`config.mk`:
```
export PLATFORM = sky130hd
export DESIGN_NAME = mem_access_ctrl_flat
export DESIGN_NICKNAME = d
export VERILOG_FILES = /design/src/rtl/mem_access_ctrl_pkg.sv /design/src/rtl/mem_access_ctrl_if.sv /design/src/rtl/mem_access_ctrl_load_align.sv /design/src/rtl/mem_access_ctrl.sv /design/src/flat_wrapper.sv
export SDC_FILE = /design/constraint.sdc
export NUM_CORES = 1
export LEC_CHECK = 0
export CAP_MARGIN = 20
export CORE_MARGIN = 5
export CORE_UTILIZATION = 32
export CTS_CLUSTER_DIAMETER = 150
export DETAILED_ROUTE_END_ITERATION = 16
export GPL_ROUTABILITY_DRIVEN = 0
export PLACE_DENSITY = 0.79
export SKIP_CTS_REPAIR_TIMING = 1
export SYNTH_ARGS = -nofsm -noshare
export SYNTH_HDL_FRONTEND = slang
export SYNTH_SLANG_ARGS = --single-unit
export TNS_END_PERCENT = 20
```
`constraint.sdc`:
```
create_clock -name clk -period 2.7 [get_ports clk]
set_clock_uncertainty 0.1 [all_clocks]
set_input_delay 0.405 -clock clk [delete_from_list [all_inputs] [get_ports clk]]
set_output_delay 0.405 -clock clk [all_outputs]
set_load 0.05 [all_outputs]
```
`src/rtl/mem_access_ctrl_pkg.sv`:
```
// rtl/mem_access_ctrl_pkg.sv - opcodes, constants and decode helpers for the MEM stage
package mem_access_ctrl_pkg;

    localparam logic [7:0] EXE_NOP_OP = 8'b0000_0000;
    localparam logic [7:0] EXE_ADD_OP = 8'b0010_0000;
    localparam logic [7:0] EXE_LB_OP  = 8'b1110_0000;
    localparam logic [7:0] EXE_LH_OP  = 8'b1110_0001;
    localparam logic [7:0] EXE_LW_OP  = 8'b1110_0011;
    localparam logic [7:0] EXE_LBU_OP = 8'b1110_0100;
    localparam logic [7:0] EXE_LHU_OP = 8'b1110_0101;
    localparam logic [7:0] EXE_SB_OP  = 8'b1110_1000;
    localparam logic [7:0] EXE_SH_OP  = 8'b1110_1001;
    localparam logic [7:0] EXE_SW_OP  = 8'b1110_1011;

    localparam logic [4:0]  NOP_REG_ADDR  = 5'd0;
    localparam logic [31:0] ZERO_WORD     = 32'd0;
    localparam logic        WRITE_DISABLE = 1'b0;

    localparam logic [1:0] MEM_EXCP_NONE    = 2'b00;
    localparam logic [1:0] MEM_EXCP_LOAD_AE = 2'b01;
    localparam logic [1:0] MEM_EXCP_STORE_AE = 2'b10;
    localparam logic [1:0] MEM_EXCP_TIMEOUT = 2'b11;

    typedef enum logic [1:0] {S_IDLE, S_BUSY, S_DONE} state_t;

    function automatic logic is_load(input logic [7:0] op);
        return op inside {EXE_LB_OP, EXE_LBU_OP, EXE_LH_OP, EXE_LHU_OP, EXE_LW_OP};
    endfunction

    function automatic logic is_store(input logic [7:0] op);
        return op inside {EXE_SB_OP, EXE_SH_OP, EXE_SW_OP};
    endfunction

    function automatic logic misaligned(input logic [7:0] op, input logic [1:0] lo);
        case (op)
            EXE_LH_OP, EXE_LHU_OP, EXE_SH_OP: return lo[0];
            EXE_LW_OP, EXE_SW_OP:             return |lo;
            default:                          return 1'b0;
        endcase
    endfunction

    // Big-endian: byte offset 0 maps to lane 3 (bits 31:24).
    function automatic logic [3:0] lane_sel(input logic [7:0] op, input logic [1:0] lo);
        case (op)
            EXE_LB_OP, EXE_LBU_OP, EXE_SB_OP: return 4'b1000 >> lo;
            EXE_LH_OP, EXE_LHU_OP, EXE_SH_OP: return lo[1] ? 4'b0011 : 4'b1100;
            default:                          return 4'b1111;
        endcase
    endfunction

    function automatic logic [31:0] store_data(input logic [7:0] op, input logic [31:0] d);
        case (op)
            EXE_SB_OP: return {4{d[7:0]}};
            EXE_SH_OP: return {2{d[15:0]}};
            EXE_SW_OP: return d;
            default:   return ZERO_WORD;
        endcase
    endfunction

endpackage

```
`src/rtl/mem_access_ctrl_if.sv`:
```
// rtl/mem_access_ctrl_if.sv - request/acknowledge data bus between MEM stage and memory
interface mem_access_ctrl_if;
    logic        dbus_req;
    logic        dbus_we;
    logic [3:0]  dbus_sel;
    logic [31:0] dbus_addr;
    logic [31:0] dbus_wdata;
    logic [31:0] dbus_rdata;
    logic        dbus_ack;

    modport master (
        output dbus_req, dbus_we, dbus_sel, dbus_addr, dbus_wdata,
        input  dbus_rdata, dbus_ack
    );

    modport slave (
        input  dbus_req, dbus_we, dbus_sel, dbus_addr, dbus_wdata,
        output dbus_rdata, dbus_ack
    );
endinterface

```
`src/rtl/mem_access_ctrl_load_align.sv`:
```
// rtl/mem_access_ctrl_load_align.sv - lane selection and sign/zero extension of load data
module mem_access_ctrl_load_align
    import mem_access_ctrl_pkg::*;
(
    input  logic [7:0]  op,
    input  logic [1:0]  lane,
    input  logic [31:0] word,
    output logic [31:0] data
);
    logic [7:0]  b;
    logic [15:0] h;

    always_comb begin
        b    = word[{~lane, 3'b000} +: 8];
        h    = lane[1] ? word[15:0] : word[31:16];
        data = word;
        case (op)
            EXE_LB_OP:  data = {{24{b[7]}}, b};
            EXE_LBU_OP: data = {24'd0, b};
            EXE_LH_OP:  data = {{16{h[15]}}, h};
            EXE_LHU_OP: data = {16'd0, h};
            default:    data = word;
        endcase
    end
endmodule

```
`src/rtl/mem_access_ctrl.sv`:
```
// rtl/mem_access_ctrl.sv - MEM stage: passthrough, load/store bus FSM, alignment and timeout exceptions
module mem_access_ctrl
    import mem_access_ctrl_pkg::*;
#(
    parameter int TIMEOUT = 255,
    parameter int CNT_W   = 8
) (
    input  logic        clk,
    input  logic        rst,
    input  logic [4:0]  ex_wd,
    input  logic        ex_wreg,
    input  logic [31:0] ex_wdata,
    input  logic [31:0] ex_hi,
    input  logic [31:0] ex_lo,
    input  logic        ex_whilo,
    input  logic [7:0]  ex_aluop,
    input  logic [31:0] ex_mem_addr,
    input  logic [31:0] ex_reg2,
    input  logic        stall_i,
    mem_access_ctrl_if.master dbus,
    output logic [4:0]  mem_wd,
    output logic        mem_wreg,
    output logic [31:0] mem_wdata,
    output logic [31:0] mem_hi,
    output logic [31:0] mem_lo,
    output logic        mem_whilo,
    output logic        stallreq,
    output logic [1:0]  mem_excp
);
    state_t      state_q, state_d;
    logic [CNT_W-1:0] cnt_q;
    logic        tflag_q;
    logic [31:0] rdata_q;
    logic [7:0]  op_q;
    logic [1:0]  lane_q;
    logic [4:0]  wd_q;
    logic        wreg_q;
    logic [31:0] load_data;

    logic is_mem, mis, start, cnt_hit;

    assign is_mem  = is_load(ex_aluop) || is_store(ex_aluop);
    assign mis     = misaligned(ex_aluop, ex_mem_addr[1:0]);
    assign start   = (state_q == S_IDLE) && is_mem && !mis;
    assign cnt_hit = (cnt_q == CNT_W'(TIMEOUT - 1));

    mem_access_ctrl_load_align u_align (
        .op   (op_q),
        .lane (lane_q),
        .word (rdata_q),
        .data (load_data)
    );

    // Instruction fields are captured at launch so DONE holds steady however ex_mem behaves.
    always_ff @(posedge clk or negedge rst) begin
        if (!rst) begin
            state_q         <= S_IDLE;
            cnt_q           <= '0;
            tflag_q         <= 1'b0;
            rdata_q         <= '0;
            op_q            <= '0;
            lane_q          <= '0;
            wd_q            <= '0;
            wreg_q          <= 1'b0;
            dbus.dbus_req   <= 1'b0;
            dbus.dbus_we    <= 1'b0;
            dbus.dbus_sel   <= '0;
            dbus.dbus_addr  <= '0;
            dbus.dbus_wdata <= '0;
        end else begin
            state_q <= state_d;
            if (start) begin
                dbus.dbus_req   <= 1'b1;
                dbus.dbus_we    <= is_store(ex_aluop);
                dbus.dbus_sel   <= lane_sel(ex_aluop, ex_mem_addr[1:0]);
                dbus.dbus_addr  <= {ex_mem_addr[31:2], 2'b00};
                dbus.dbus_wdata <= store_data(ex_aluop, ex_reg2);
                op_q            <= ex_aluop;
                lane_q          <= ex_mem_addr[1:0];
                wd_q            <= ex_wd;
                wreg_q          <= ex_wreg;
            end
            if (state_q == S_BUSY) begin
                cnt_q <= cnt_q + 1'b1;
                if (dbus.dbus_ack) begin
                    rdata_q       <= dbus.dbus_rdata;
                    dbus.dbus_req <= 1'b0;
                end else if (cnt_hit) begin
                    tflag_q       <= 1'b1;
                    dbus.dbus_req <= 1'b0;
                end
            end
            if (state_q == S_DONE && !stall_i) begin
                cnt_q   <= '0;
                tflag_q <= 1'b0;
            end
        end
    end

    always_comb begin
        state_d   = state_q;
        mem_wd    = ex_wd;
        mem_wreg  = ex_wreg;
        mem_wdata = ex_wdata;
        mem_hi    = ex_hi;
        mem_lo    = ex_lo;
        mem_whilo = ex_whilo;
        stallreq  = 1'b0;
        mem_excp  = MEM_EXCP_NONE;
        if (!rst) begin
            mem_wd    = NOP_REG_ADDR;
            mem_wreg  = WRITE_DISABLE;
            mem_wdata = ZERO_WORD;
            mem_hi    = ZERO_WORD;
            mem_lo    = ZERO_WORD;
            mem_whilo = WRITE_DISABLE;
        end else begin
            case (state_q)
                S_IDLE: begin
                    if (is_mem) begin
                        mem_wreg  = WRITE_DISABLE;
                        mem_whilo = WRITE_DISABLE;
                        if (mis) begin
                            mem_excp = is_load(ex_aluop) ? MEM_EXCP_LOAD_AE : MEM_EXCP_STORE_AE;
                        end else begin
                            stallreq = 1'b1;
                            state_d  = S_BUSY;
                        end
                    end
                end
                S_BUSY: begin
                    mem_wreg  = WRITE_DISABLE;
                    mem_whilo = WRITE_DISABLE;
                    stallreq  = 1'b1;
                    if (dbus.dbus_ack || cnt_hit) state_d = S_DONE;
                end
                S_DONE: begin
                    mem_wd    = wd_q;
                    mem_wreg  = is_load(op_q) && wreg_q && !tflag_q;
                    mem_wdata = is_load(op_q) ? load_data : ZERO_WORD;
                    mem_whilo = WRITE_DISABLE;
                    if (tflag_q) mem_excp = MEM_EXCP_TIMEOUT;
                    if (!stall_i) state_d = S_IDLE;
                end
                default: state_d = S_IDLE;
            endcase
        end
    end
endmodule

```
`src/flat_wrapper.sv`:
```
// flat-port wrapper written by rule: the top's interface ports become plain ports
module mem_access_ctrl_flat import mem_access_ctrl_pkg::*;
#(
    parameter int TIMEOUT = 255,
    parameter int CNT_W   = 8
)
  (clk, rst, ex_wd, ex_wreg, ex_wdata, ex_hi, ex_lo, ex_whilo, ex_aluop, ex_mem_addr, ex_reg2, stall_i, mem_wd, mem_wreg, mem_wdata, mem_hi, mem_lo, mem_whilo, stallreq, mem_excp, dbus_dbus_req, dbus_dbus_we, dbus_dbus_sel, dbus_dbus_addr, dbus_dbus_wdata, dbus_dbus_rdata, dbus_dbus_ack);
  mem_access_ctrl_if dbus_i ();
  input  logic clk;
  input  logic rst;
  input  logic [4:0] ex_wd;
  input  logic ex_wreg;
  input  logic [31:0] ex_wdata;
  input  logic [31:0] ex_hi;
  input  logic [31:0] ex_lo;
  input  logic ex_whilo;
  input  logic [7:0] ex_aluop;
  input  logic [31:0] ex_mem_addr;
  input  logic [31:0] ex_reg2;
  input  logic stall_i;
  output logic [4:0] mem_wd;
  output logic mem_wreg;
  output logic [31:0] mem_wdata;
  output logic [31:0] mem_hi;
  output logic [31:0] mem_lo;
  output logic mem_whilo;
  output logic stallreq;
  output logic [1:0] mem_excp;
  output wire logic [$bits(dbus_i.dbus_req)-1:0] dbus_dbus_req;
  output wire logic [$bits(dbus_i.dbus_we)-1:0] dbus_dbus_we;
  output wire logic [$bits(dbus_i.dbus_sel)-1:0] dbus_dbus_sel;
  output wire logic [$bits(dbus_i.dbus_addr)-1:0] dbus_dbus_addr;
  output wire logic [$bits(dbus_i.dbus_wdata)-1:0] dbus_dbus_wdata;
  input wire logic [$bits(dbus_i.dbus_rdata)-1:0] dbus_dbus_rdata;
  input wire logic [$bits(dbus_i.dbus_ack)-1:0] dbus_dbus_ack;
  assign dbus_dbus_req = dbus_i.dbus_req;
  assign dbus_dbus_we = dbus_i.dbus_we;
  assign dbus_dbus_sel = dbus_i.dbus_sel;
  assign dbus_dbus_addr = dbus_i.dbus_addr;
  assign dbus_dbus_wdata = dbus_i.dbus_wdata;
  assign dbus_i.dbus_rdata = dbus_dbus_rdata;
  assign dbus_i.dbus_ack = dbus_dbus_ack;
  mem_access_ctrl #(.TIMEOUT(TIMEOUT), .CNT_W(CNT_W)) u_core (.clk(clk), .rst(rst), .ex_wd(ex_wd), .ex_wreg(ex_wreg), .ex_wdata(ex_wdata), .ex_hi(ex_hi), .ex_lo(ex_lo), .ex_whilo(ex_whilo), .ex_aluop(ex_aluop), .ex_mem_addr(ex_mem_addr), .ex_reg2(ex_reg2), .stall_i(stall_i), .dbus(dbus_i), .mem_wd(mem_wd), .mem_wreg(mem_wreg), .mem_wdata(mem_wdata), .mem_hi(mem_hi), .mem_lo(mem_lo), .mem_whilo(mem_whilo), .stallreq(stallreq), .mem_excp(mem_excp));
endmodule
```
==> results by stage <==
Floorplanning:
- After floorplanning, the core was divided into 54 placement rows.
- The core area is about 0.022 mm2.
- The horizontal die dimension is between 150 and 200 um.
- The number of top-level pins is 387.
- The die covers 0.0251 mm2.
- The starting utilization of the core area is between 30% and 40%.
- The floorplan step set the die height to ~160 um.

Clock network:
- The CTS tree is yes.
- In this run, CTS created clock tree buffers numbering 17.
- The longest clock path from root to sink contains 2 buffers.
- The clock tree synthesis step divided the H-tree into 4 levels.
- The clock latency reported for the late side of the worst-skew pair is roughly 0.4 ns.
- Clock-pin slew was measured on the worst setup and hold paths at ~0.060 ns.
- The buffer type at the clock tree root is sky130_fd_sc_hd__clkbuf_16.
- The CTS sink count is around 130.

Detailed routing:
- The via density per instance is 5.13.
- The final layout contains routed wiring with a total length of 27300 um.
- The detailed router placed 7049 vias in this run.
- In the routed design, unresolved DRC markers number 0.
- The starting DRC count in detailed routing is approximately 450.
- The post-detailed-route count of antenna-violating nets is 0.
- The number of detailed-route iterations in the first pass is 5.
- Dividing the detail-routed wire length by the instance count gives approximately 20 um.

Power:
- Summed over all nets, the switching power comes to 0.00322 W.
- Per report_power, the combinational group accounts for between 30% and 40% of the total.
- The fraction of power consumed by sequential logic is between 30% and 40%.
- The final total power is 0.00867 W.
- The leakage power is between 5 and 6 nW.
- The clock network is responsible for slightly below 30% of the overall power.
- The ratio of total power to cell area is 692 mW/mm2.
- The switching part of the total power is between 30% and 40%.
- The worst-case IR drop observed on VDD is 484 uV.
- Cell internal power was estimated by the tool at 0.00545 W.

Logic synthesis:
- The combined area of all synthesized cells is approximately 0.007 mm2.
- The synthesis warning total is 0.
- The proportion of synthesized chip area in sequential cells is about 45%.
- The cell count after synthesis came out at approximately 700.
- For this run, the leading register cell type out of synthesis is sky130_fd_sc_hd__dfrtp_1.
- The register bit count reported by yosys is around 130.
- Ranked by total cell area, the synthesized netlist is headed by sky130_fd_sc_hd__dfrtp_1, sky130_fd_sc_hd__mux2_2, sky130_fd_sc_hd__and2_1.
- The number of synthesized flops with an enable pin is 0.
- For this run, asynchronously set or reset flops after synthesis account for 100%.
- The number of unique standard cell types used by synthesis is 51.
- Of the post-synthesis cell area, the dominant cell type holds between 40% and 50%.
- A synthesized cell averages 10.3 um2.
- sky130_fd_sc_hd__dfrtp_1 takes more of the synthesized area than any other cell.

Global route:
- The wire length of the first global-routing pass is a little over 40000 um.
- The maximum number of pins on one net before global-route repair is 94.
- The via count of the first global-routing pass is approximately 7200.
- The initial antenna violation count was 0.
- In the global route stage, overall resource usage came out at between 20% and 30%.
- The final global-route overflow total is 0.

Layout:
- The final design utilization is around 58%.
- The antenna diode count is 0.
- In the final layout, the share of cells above drive strength 1 is 27.9%.
- The sequential cell area is ~0.0032 mm2.
- The final instance area is approximately 0.013 mm2.
- The number of nets in the finished design is 1293.
- The area growth from synthesis to layout is 77.9%.
- The filler cells instantiated in the layout total around 1800.
- The total area of multi-input combinational cells is around 0.0037 mm2.

Outcome:
- The flow ran to the end, but the final reports show violations.
- The final reports fail on negative hold slack, negative setup slack.

Placed design:
- Input and output buffers added on the ports amount to ~380.
- After detailed placement, the total cell area comes to 0.0117 mm2.
- Detailed placement finished with a half-perimeter wire length of approximately 21000 um.

Critical path:
- Along the worst path, the maximum fanout reaches 4.
- The slowest stage of the critical path is the sky130_fd_sc_hd__clkdlybuf4s50_1 cell.
- The worst setup path is launched from an input port.
- The kind of critical path is in -> out.
- The critical register-to-register path startpoint is u_core.state_q[0].
- The minimum setup slack among reg-to-reg paths is 0.48 ns.
- Data on the critical path is required at its endpoint by between 2 and 2.5 ns.
- The depth of the worst register-to-register path is 6.
- The endpoint class of the critical path is a primary output.
- Data arrives at the worst endpoint at around 2.3 ns.
- The highest cell delay on the worst timing path is approximately 0.45 ns.
- Among cell families on the critical path, the largest total delay comes from buffers and inverters.
- Counting both buffers and inverters, the worst setup path holds a total of 3.
- Traced cell by cell, the critical path runs through clkdlybuf4s50_1, buf_4, nor2b_1, o21ai_0, or3_4, a211oi_2, buf_12.
- In this run the number of cells on the critical path is 7.
- The endpoint of the lowest-slack register-to-register path is u_core.dbus.dbus_addr[25].

STA:
- Setup violations remaining at the end of the flow were counted as 11.
- The max-slew violation count is 0.
- Hold timing on the final database bottoms out at a slack of -0.0122 ns.
- Setup repair after global routing could not meet its margin everywhere.
- The slew at the pin closest to its max-slew limit is 0.694 ns.
- The achievable frequency is around 360 MHz.
- The post-route clock period utilization is 103%.
- The clock period minus final worst setup slack is approximately 2.8 ns.
- Once routing completed, OpenROAD measured the worst setup slack at -0.0684 ns.
- Measured against its own limit, the worst slew margin works out to ~54%.
- The number of hold-slack violations in the final timing report is 4.

Hold path:
- The class of the most critical hold timing path is in -> async.

Run:
- The number of max-cap violations is 0.
[Yosys cell counts, types with 3 or more instances]
master / number
sky130_fd_sc_hd__buf_2: 9
sky130_fd_sc_hd__nand4_1: 19
sky130_fd_sc_hd__and2_1: 67
sky130_fd_sc_hd__nand2b_1: 9
sky130_fd_sc_hd__a22oi_1: 17
sky130_fd_sc_hd__nor2b_1: 6
sky130_fd_sc_hd__o2bb2ai_1: 14
sky130_fd_sc_hd__a211oi_1: 11
sky130_fd_sc_hd__dfrtp_1: 127
sky130_fd_sc_hd__nand2_1: 59
sky130_fd_sc_hd__o21ai_0: 32
sky130_fd_sc_hd__o21a_1: 8
sky130_fd_sc_hd__a32oi_1: 6
sky130_fd_sc_hd__mux4_2: 6
sky130_fd_sc_hd__clkbuf_1: 39
sky130_fd_sc_hd__mux2_2: 83
sky130_fd_sc_hd__nand3b_1: 10
sky130_fd_sc_hd__nand3_1: 20
sky130_fd_sc_hd__a21oi_1: 24
sky130_fd_sc_hd__a22o_1: 16
sky130_fd_sc_hd__nand4b_1: 3
sky130_fd_sc_hd__o31ai_1: 3
sky130_fd_sc_hd__inv_1: 11
sky130_fd_sc_hd__mux2i_1: 20
sky130_fd_sc_hd__nor2_1: 24
sky130_fd_sc_hd__buf_1: 6
[layout make-up]
class / count / area share (%)
timing repair buffer: 433 / 36.9
inverter: 11 / 0.330
clock buffer: 17 / 3.40
multi-input combinational: 490 / 29.4
sequential: 127 / 25.4
tap: 280 / 2.80
clock inverter: 15 / 1.77
[per-stage QoR]
step	instances	setup slack [ns]	TNS [ns]
floorplan	686	-0.296	-1.09
global placement	1333	-0.0224	-0.0224
detailed placement	1333	-0.0403	-0.271
CTS	1365	-0.240	-5.80
global route	1373	-0.129	-2.77
finish	1373	-0.0684	-0.316
[per-layer routing]
metal	vias up	share of wire (%)	track usage (%)
li1	3268	-	-
met1	3441	40	25.7
met2	312	49	34.9
met3	28	9.6	6.90
met4	0	1.7	6.09
met5	-	0	0
[state kept, by name, indices dropped and copies added (netlist names), 2 cells and up]
name,flops
u_core.wd_q,5
u_core.cnt_q,8
u_core.op_q,8
u_core.dbus.dbus_sel,4
u_core.state_q,2
u_core.lane_q,2
u_core.rdata_q,32
u_core.dbus.dbus_wdata,32
u_core.dbus.dbus_addr,30
[power groups by stage]
stage / combinational, W / clock [W] / sequential [W]
after global routing: 0.00355 / 0.00268 / 0.00283
after global placement: 0.00329 / 0 / 0.00277
final: 0.00336 / 0.00254 / 0.00277
after CTS: 0.00335 / 0.00259 / 0.00275
after detailed placement: 0.00334 / 0 / 0.00277
after floorplan: 0.00133 / 0 / 0.00336
[how the worst max path moves through the flow]
stage / start / to
2_1_floorplan: u_core.state_q[1] / mem_wdata[15]
3_3_place_gp: ex_aluop[2] / stallreq
3_5_place_dp: ex_aluop[2] / stallreq
4_1_cts: u_core.op_q[4] / mem_wdata[25]
5_1_grt: u_core.op_q[4] / mem_wdata[11]
6_report: ex_aluop[2] / stallreq
[kinds of logic (layout without fill, tap and decap cells)]
logic type	Yosys count	count (layout)	synth area share, %
AO/OA/AOI/OAI	147	147	14.6
XOR/XNOR	1	1	0.124
adder cells (fa/ha/maj)	2	2	0.355
buffers and inverters	69	476	4.16
flip-flops	127	127	45.1
multiplexers	109	109	18.0
other	1	2	0.0533
AND/OR/NAND/NOR	229	229	17.5
[cells in the final DEF (no fill, tap or decap), drive strengths merged, types with 12 or more instances in the layout]
cell type / n
o21ai: 32
and2: 67
buf: 150
dfrtp: 127
o2bb2ai: 14
nor2: 24
a21oi: 24
a22o: 16
nand3: 20
nand2: 59
inv: 19
clkdlybuf4s50: 277
mux2: 83
a211oi: 12
mux2i: 20
a22oi: 17
nand4: 19
clkbuf: 18
Power figures use the tool's default switching activity.
